File: src/rtl/fetch_pc_pipe.sv
// fetch_pc_pipe: program counter, next-PC select and IF/ID pipeline register
module fetch_pc_pipe #(
    parameter int               WIDTH    = 32,
    parameter logic [WIDTH-1:0] RESET_PC = '0
) (
    input  logic             clk,
    input  logic             reset,
    input  logic             PCSrcE,
    input  logic [WIDTH-1:0] PCTargetE,
    input  logic             StallF,
    input  logic             StallD,
    input  logic             FlushD,
    input  logic [WIDTH-1:0] InstrF,
    output logic [WIDTH-1:0] PCF,
    output logic [WIDTH-1:0] PCPlus4F,
    output logic [WIDTH-1:0] InstrD,
    output logic [WIDTH-1:0] PCD,
    output logic [WIDTH-1:0] PCPlus4D
);
    logic [WIDTH-1:0] pc_q, pc_d, instr_q, instr_d, pcd_q, pcd_d, pc4d_q, pc4d_d;
    logic             clr_id, hold_id;
    assign PCPlus4F = pc_q + WIDTH'(4);
    assign clr_id   = reset || FlushD;
    assign hold_id  = StallD && !clr_id;
    always_comb begin
        pc_d    = reset ? RESET_PC : StallF ? pc_q : PCSrcE ? PCTargetE : PCPlus4F;
        instr_d = clr_id ? '0 : hold_id ? instr_q : InstrF;
        pcd_d   = clr_id ? '0 : hold_id ? pcd_q : pc_q;
        pc4d_d  = clr_id ? '0 : hold_id ? pc4d_q : PCPlus4F;
    end
    always_ff @(posedge clk) begin
        pc_q    <= pc_d;
        instr_q <= instr_d;
        pcd_q   <= pcd_d;
        pc4d_q  <= pc4d_d;
    end
    assign PCF      = pc_q;
    assign InstrD   = instr_q;
    assign PCD      = pcd_q;
    assign PCPlus4D = pc4d_q;
endmodule

File: config.mk
export PLATFORM = sky130hd
export DESIGN_NAME = fetch_pc_pipe
export DESIGN_NICKNAME = d
export VERILOG_FILES = /design/src/rtl/fetch_pc_pipe.sv
export SDC_FILE = /design/constraint.sdc
export NUM_CORES = 1
export LEC_CHECK = 0
export CORE_UTILIZATION = 40
export CTS_BUF_LIST = sky130_fd_sc_hd__clkbuf_2 sky130_fd_sc_hd__clkbuf_4 sky130_fd_sc_hd__clkbuf_8
export CTS_CLUSTER_DIAMETER = 40
export DETAILED_ROUTE_END_ITERATION = 8
export HOLD_SLACK_MARGIN = 0.15
export PLACE_DENSITY = 0.8
export SLEW_MARGIN = 25
export SYNTH_ARGS = -nofsm -noshare
export SYNTH_HDL_FRONTEND = slang
export SYNTH_SLANG_ARGS = --single-unit
File: constraint.sdc
create_clock -name clk -period 5.1 [get_ports clk]
set_input_delay 0.765 -clock clk [delete_from_list [all_inputs] [get_ports clk]]
set_output_delay 0.765 -clock clk [all_outputs]
set_load 0.1 [all_outputs]
Yosys cells after proc, flatten, opt, wreduce, memory -nomap -nowiden
Cells that the tools add are included.
- register bits: 128
- input bits: 70
- output and inout bits: 160
- word-level logic and storage cells: 9
- add/subtract/negate cells: 1
- multiplexer cells: 1
- reductions and logical operators: 3
- operator list (kind ; count):
    adder 32 x 3 -> 32 bit, second input constant ; 1
    two-way mux 32 bit ; 1
    logical AND 1 bit ; 1
    logical NOT 1 bit ; 1
    logical OR 1 bit ; 1

Logic depth before layout (Yosys ltp)
Gate-level depths: netlist of the first run.
- depth after elaboration: 3
- depth in mapped cells: 7
- depth with buffers taken out: 6

Worst setup path before layout of the first run
OpenSTA, ideal clock, no wires.
- path type: reg2out
- start: register pc_q[2], in the netlist PCF[2]
- end: output port PCPlus4F[26]
- arrival: 4.021 ns
- data required time: 4.335 ns
- setup slack: 0.314 ns
- stages on the path, launching flop included: 6
- buffers on the path: 0
- path through: dfxtp_1 ha_1 nand4_4 nor4_4 nand4_1 xnor2_1
- cells in the longest elaborated chain, start to end: 1
- RTL lines (what ; RTL line ; source):
    start, declared ; 20 ; logic [WIDTH-1:0] pc_q, pc_d, instr_q, instr_d, pcd_q, pcd_d, pc4d_q, pc4d_d;
    start signal, assigned ; 32 ; pc_q <= pc_d;
    adder 32 x 3 -> 32 bit ; 22 ; assign PCPlus4F = pc_q + WIDTH'(4);
    end, declared ; 15 ; output logic [WIDTH-1:0] PCPlus4F,
Every way passes these cells.

Worst setup path in the final report of the first run
- start: register pc_q[3], in the netlist PCF[3]
- end: output port PCPlus4F[16]
Same word-level chain as after synthesis.

==> impl_metrics.toml, run 1 <==
[status]
status = "finished clean"

[layout]
fillers = 1058
area_growth_pct = 51.51
drive_above_1_share = 0.09812
fin_util = 0.6232
multi_input_area_um2 = 2419
instances_no_fill = 916
nets = 802
n_antenna_cell = 0
seq_area_um2 = 2522

[grt]
grt_pass1_wl_um = 24740
antenna_found_initial = 0
overflow = 0
grtUsageTotal = 0.2412
grt_pass1_vias = 4694
grt_max_degree = 62

[worst_setup_path]
cp-start-kind = "flop"
cp.required_ns = 4.34
arrival_ns = 3.44
path_cells = "ha_1 > nand4_4 > nor4_1 > xor2_1 > clkdlybuf4s50_1"
timing.reg2reg.setup_slack_ns = 2.64
crit_slowest_cell = "clkdlybuf4s50_1"
critical_path_class = "reg -> out"
worstSetupEndpointType = "primary output"
worst_path_largest_cell_delay_ns = 1.17
cp_max_fo = 6

[synth]
synth_top_cell_by_area = "dfxtp_1"
synth-warning-count = 0
synth.avg_cell_area_um2 = 9.740
ys_seq_area_frac = 0.4859
synth.most_common_cell = "dfxtp_1"
syn-instance-count = 533
synth_nets = 604
synth_top_area_share = 0.4859
synthTopCellsByArea = "dfxtp_1 49%, a22o_1 16%, nor2_1 3.4%, clkbuf_1 3.0%, xnor2_1 2.7%"
ys.flop_type = "dfxtp_1"
synth_edf_count = 0
netlist_area_um2 = 5191
synth_seq_cells = 126
async_flop_share = 0
synth_commonest_cells = "126 x dfxtp_1, 94 x a22o_1, 47 x nor2_1"
synth_cell_types = 45

[place]
dpl_worst_slack_ns = 1.354
place.gp.congestion = 0.8201
dpl.hpwl_um = 11530
io_buffers = 229
dp_cells = 884

[routing]
drc_errors = 0
ant_nets = 0
first_iter_violations = 248
drt-total-wl_um = 16310
avgRoutedWirePerCell_um = 17.80
via_per_inst = 5.395
vias = 4942
dr.pass1.iters = 4

[clock_network]
clock-sinks = 126
cts_buffers = 17
cts_tree = "done"
htree_levels = 4
root_buffer = "clkbuf_8"
clk_pin_slew_worst_paths_ns = 0.07
postCtsSetupBuffers = 0
cts.path.max_buffers = 2
cts_resized = 0
clk_latency_ns = 0.45
hold_buffers = 0

[sta]
hold_violations = 0
skew_ns = 0.009362
fin_setup_tns_ns = 0
layout_setup_ws_ns = 0.8995
worst_slew_pin_slew_ns = 1.076
relSlewSlack = 0.2806
maxSlewViolCount = 0
rsz0062_at_grt = "false"
setup_viol = 0
finalCriticalPeriod_ns = 4.201
finalCritPeriodShare = 0.8236
fmax_mhz = 238.1

[pwr]
leakage_uw = 0.003000
p_per_area_nw_per_um2 = 310.9
ir_drop_mv = 0.1500

[die]
die_area_um2 = 13440
start_util = 0.4114
rows = 41
pin_count = 230
die_w_um = 115.9
core_area_um2 = 12620
die_height_um = 115.9

[hold_path]
hp-class = "reg -> reg"

[flow_run]
drv_cap = 0
==> critical path: cells and delay by family (launching register included) <==
family | cells | cell delay (ns)
adders and majority gates | 1 | 0.35
xor gates and xnor gates | 1 | 0.25
and+or+nand+nor | 2 | 0.75
DFF | 1 | 0.48
buffers and inverters | 1 | 1.17
==> flip-flops by register name, indices dropped and copies added, names as in the netlist <==
register,cells
PCPlus4D,30
PCD,32
InstrD,32
PCF,32
==> final timing paths <==
| kind | cells past startpoint | from | end |
|---|---|---|---|
| setup reg to reg | 6 | PCF[3]$_SDFFE_PP0N_ | PCPlus4D[26]$_SDFFE_PP0N_ |
| hold / removal | 1 | PCPlus4D[28]$_SDFFE_PP0N_ | PCPlus4D[28]$_SDFFE_PP0N_ |
| setup / recovery | 5 | PCF[3]$_SDFFE_PP0N_ | PCPlus4F[16] |
| hold reg to reg | 1 | PCPlus4D[28]$_SDFFE_PP0N_ | PCPlus4D[28]$_SDFFE_PP0N_ |
==> through the flow <==
step	hold WS [ns]	area, um^2	total power, uW
floorplan	0.8907	5191	1490
global placement	0.4598	7497	1652
detailed placement	0.4636	7497	1658
CTS	0.4845	7865	2461
global route	0.4914	7865	2532
finish	0.4769	7865	2445
==> report_power, final <==
group / switching [uW] / internal (uW)
clock network: 414 / 395
logic: 426 / 158
registers: 39.0 / 1010
==> cell families after synthesis <==
group                      count (synthesis)  share of synthesized area
AOI/OAI and AO/OA                        161                     0.2377
and+or+nand+nor                          140                     0.1502
DFF                                      126                     0.4859
buffers and inverters                     64                    0.05013
xor gates and xnor gates                  28                    0.04869
muxes                                     13                    0.02507
adders and majority gates                  1                   0.002410
==> cells in the final DEF (no fill, tap or decap), types with 3 or more instances in the layout <==
master,instances
a21oi_1,24
a22o_1,94
a22oi_1,12
a31oi_1,5
and3_1,4
buf_4,15
clkbuf_8,18
clkdlybuf4s50_1,219
clkinv_2,5
clkinv_4,3
clkinvlp_4,4
dfxtp_1,126
inv_1,7
mux2i_1,13
nand2_1,20
nand3_1,14
nand4_1,9
nor2_1,47
nor2b_1,4
nor3_1,5
nor4_1,5
nor4_4,3
o21ai_0,10
o22ai_1,6
or2_2,10
or3_1,5
xnor2_1,16
xor2_1,11
==> metal layers <==
layer / vias up / part of all wire / track usage / wire length (um)
met5: - / 0 / 0 / 0
met4: 0 / 0.015 / 0.09060 / 242
met3: 18 / 0.074 / 0.06904 / 1214
met2: 187 / 0.50 / 0.4135 / 8097
met1: 2391 / 0.41 / 0.2856 / 6750
li1: 2346 / - / - / -
==> cell type report <==
cell class	instances	area share
clock inverters	14	0.01527
clock buffers	18	0.03150
multi-input cells	343	0.3075
flip-flops and latches	126	0.3207
repair buffers	236	0.2943
well taps	172	0.02736
inverters	7	0.003341
No activity file was read; power rests on OpenSTA's default activity.
==> run 2: changes to the inputs <==
Settings changed: CORE_UTILIZATION 40 to 39, PLACE_DENSITY 0.8 to 0.81.
Clock period 5.1 ns to 3.6 ns, I/O delays scaled along.
==> run 2 against run 1 <==
Setup slack got worse by 0.62 ns. Cell count unchanged. Clock skew about the same. Sequential share of layout area fell by 1.2 points. Cell area increased by 3.8%. Combinational power up 46%. Clock-buffer cell count up 1. Wire length rose by 0.75%. Sequential power rose by 43%. Critical path type unchanged.
==> impl_metrics.toml, run 2 (synthesis gave the netlist of run 1 again) <==
[status]
status = "finished clean"

[pwr]
pwr-share-clk = 0.342
combPwrFrac = 0.238
p_seq_frac = 0.420
leakage_uw = 0.003207
power_uw = 3569
ir_drop_mv = 0.2621
internal_power_uw = 2319
swShare = 0.3503
netSwitchingPower_uw = 1250
p_per_area_nw_per_um2 = 437.0

[worst_setup_path]
r2r_end = "PCPlus4D[24]$_SDFFE_PP0N_"
arrival_ns = 2.79
worst_r2r_path_depth = 6
cp_max_fo = 9
critPathCapture = "PCPlus4F[24]"
cp.required_ns = 3.06
crit_slowest_cell = "nor4_4"
cp-startpoint = "PCF[2]$_SDFFE_PP0N_"
worstSetupEndpointType = "primary output"
cp-start-kind = "flop"
critical_path_class = "reg -> out"
worst_path_largest_cell_delay_ns = 0.56
timing.reg2reg.setup_slack_ns = 1.19
reg2reg_from = "PCF[2]$_SDFFE_PP0N_"
path_cells = "ha_1 > nand4_4 > nor4_4 > nand4_1 > xnor2_4 > buf_12"

[die]
die_w_um = 117.4
die_area_um2 = 13780
die_height_um = 117.4
pin_count = 230
rows = 41
start_util = 0.4064
core_area_um2 = 12770

[clock_network]
cts_tree = "done"
htree_levels = 4
cts_resized = 0
cts.path.max_buffers = 2
clock-sinks = 126
clk_pin_slew_worst_paths_ns = 0.07
hold_buffers = 0
clk_latency_ns = 0.44
root_buffer = "clkbuf_8"
postCtsSetupBuffers = 0
cts_buffers = 17

[layout]
fillers = 1026
nets = 802
most-common-layout-cells = "195 x clkdlybuf4s50_1, 124 x dfxtp_1, 94 x a22o_1, 47 x nor2_1, 30 x buf_4"
area_growth_pct = 57.31
layout_commonest_cell = "clkdlybuf4s50_1"
n_antenna_cell = 0
drive_above_1_share = 0.1640

[routing]
via_per_inst = 5.417
drc_errors = 0
dr.pass1.iters = 4
avgRoutedWirePerCell_um = 17.93
first_iter_violations = 306
vias = 4962
ant_nets = 0
drt-total-wl_um = 16430

[sta]
fmax_mhz = 300.7
finalCriticalPeriod_ns = 3.325
setup_viol = 0
finalCritPeriodShare = 0.9237
worst_slew_pin_slew_ns = 1.022
maxSlewViolCount = 0
hold_violations = 0
fin_setup_tns_ns = 0
skew_ns = 0.008927
relSlewSlack = 0.3163
rsz0062_at_grt = "false"

[place]
io_buffers = 229
place.gp.congestion = 0.8480
dpl.hpwl_um = 11390

[grt]
grt_max_degree = 95
overflow = 0
grt_pass1_wl_um = 26030
grtUsageTotal = 0.2392
grt_pass1_vias = 4751
antenna_found_initial = 0

[hold_path]
hp-class = "reg -> reg"

[flow_run]
drv_cap = 0
run 2: power groups by stage:
stage	Sequential (uW)	Combinational [uW]	Clock [uW]
floorplan	1800	323	0
global placement	1530	845	0
detailed placement	1530	850	0
CTS	1500	853	1250
global route	1500	879	1310
finish	1500	851	1220
run 2: cell type report:
class | count | area (um^2) | share of cell area
multi-input cells | 343 | 2636 | 0.3228
flip-flops and latches | 126 | 2525 | 0.3092
repair buffers | 236 | 2367 | 0.2899
clock buffers | 19 | 255.2 | 0.03125
well taps | 172 | 215.2 | 0.02635
clock inverters | 13 | 141.4 | 0.01731
inverters | 7 | 26.28 | 0.003217
run 2: worst min-delay path by stage:
| stage | endpoint | start | depth (start not counted) | slack [ns] |
|---|---|---|---|---|
| after floorplan | InstrD[0]$_SDFFE_PP0N_ | InstrF[0] | 1 | 0.67 |
| after global placement | InstrD[19]$_SDFFE_PP0N_ | InstrD[19]$_SDFFE_PP0N_ | 1 | 0.46 |
| after detailed placement | InstrD[20]$_SDFFE_PP0N_ | InstrD[20]$_SDFFE_PP0N_ | 1 | 0.46 |
| after CTS | PCPlus4D[22]$_SDFFE_PP0N_ | PCPlus4D[22]$_SDFFE_PP0N_ | 1 | 0.48 |
| after global routing | PCD[23]$_SDFFE_PP0N_ | PCD[23]$_SDFFE_PP0N_ | 1 | 0.49 |
| final | InstrD[20]$_SDFFE_PP0N_ | InstrD[20]$_SDFFE_PP0N_ | 1 | 0.48 |
run 2: through the flow:
stage                     instance area (um^2)  hold slack (ns)  utilization  cells  setup slack, ns
after floorplan                           5411           0.6657            -    533          -0.2115
after global placement                    7770           0.4597       0.6083    884           0.6565
after detailed placement                  7770           0.4627       0.6083    884           0.5931
after CTS                                 8167           0.4845       0.6393    916           0.1040
after global routing                      8167           0.4950       0.6393    916          0.09209
final                                     8167           0.4800       0.6393    916           0.2745
run 2: per-layer routing:
layer	vias up	routed length [um]	GRT usage
met1	2411	7079	0.2951
met5	-	0	0
met4	0	220	0.08198
met2	201	8050	0.3946
met3	18	1077	0.07198
li1	2332	-	-
run 2: worst max-delay path, delay by kind of cell, from the launching register on:
family	cells	cell delay (ns)
XOR/XNOR	1	0.28
buffers and inverters	1	0.20
adder cells (fa/ha/maj)	1	0.31
AND/OR/NAND/NOR	3	1.13
flip-flops	1	0.41
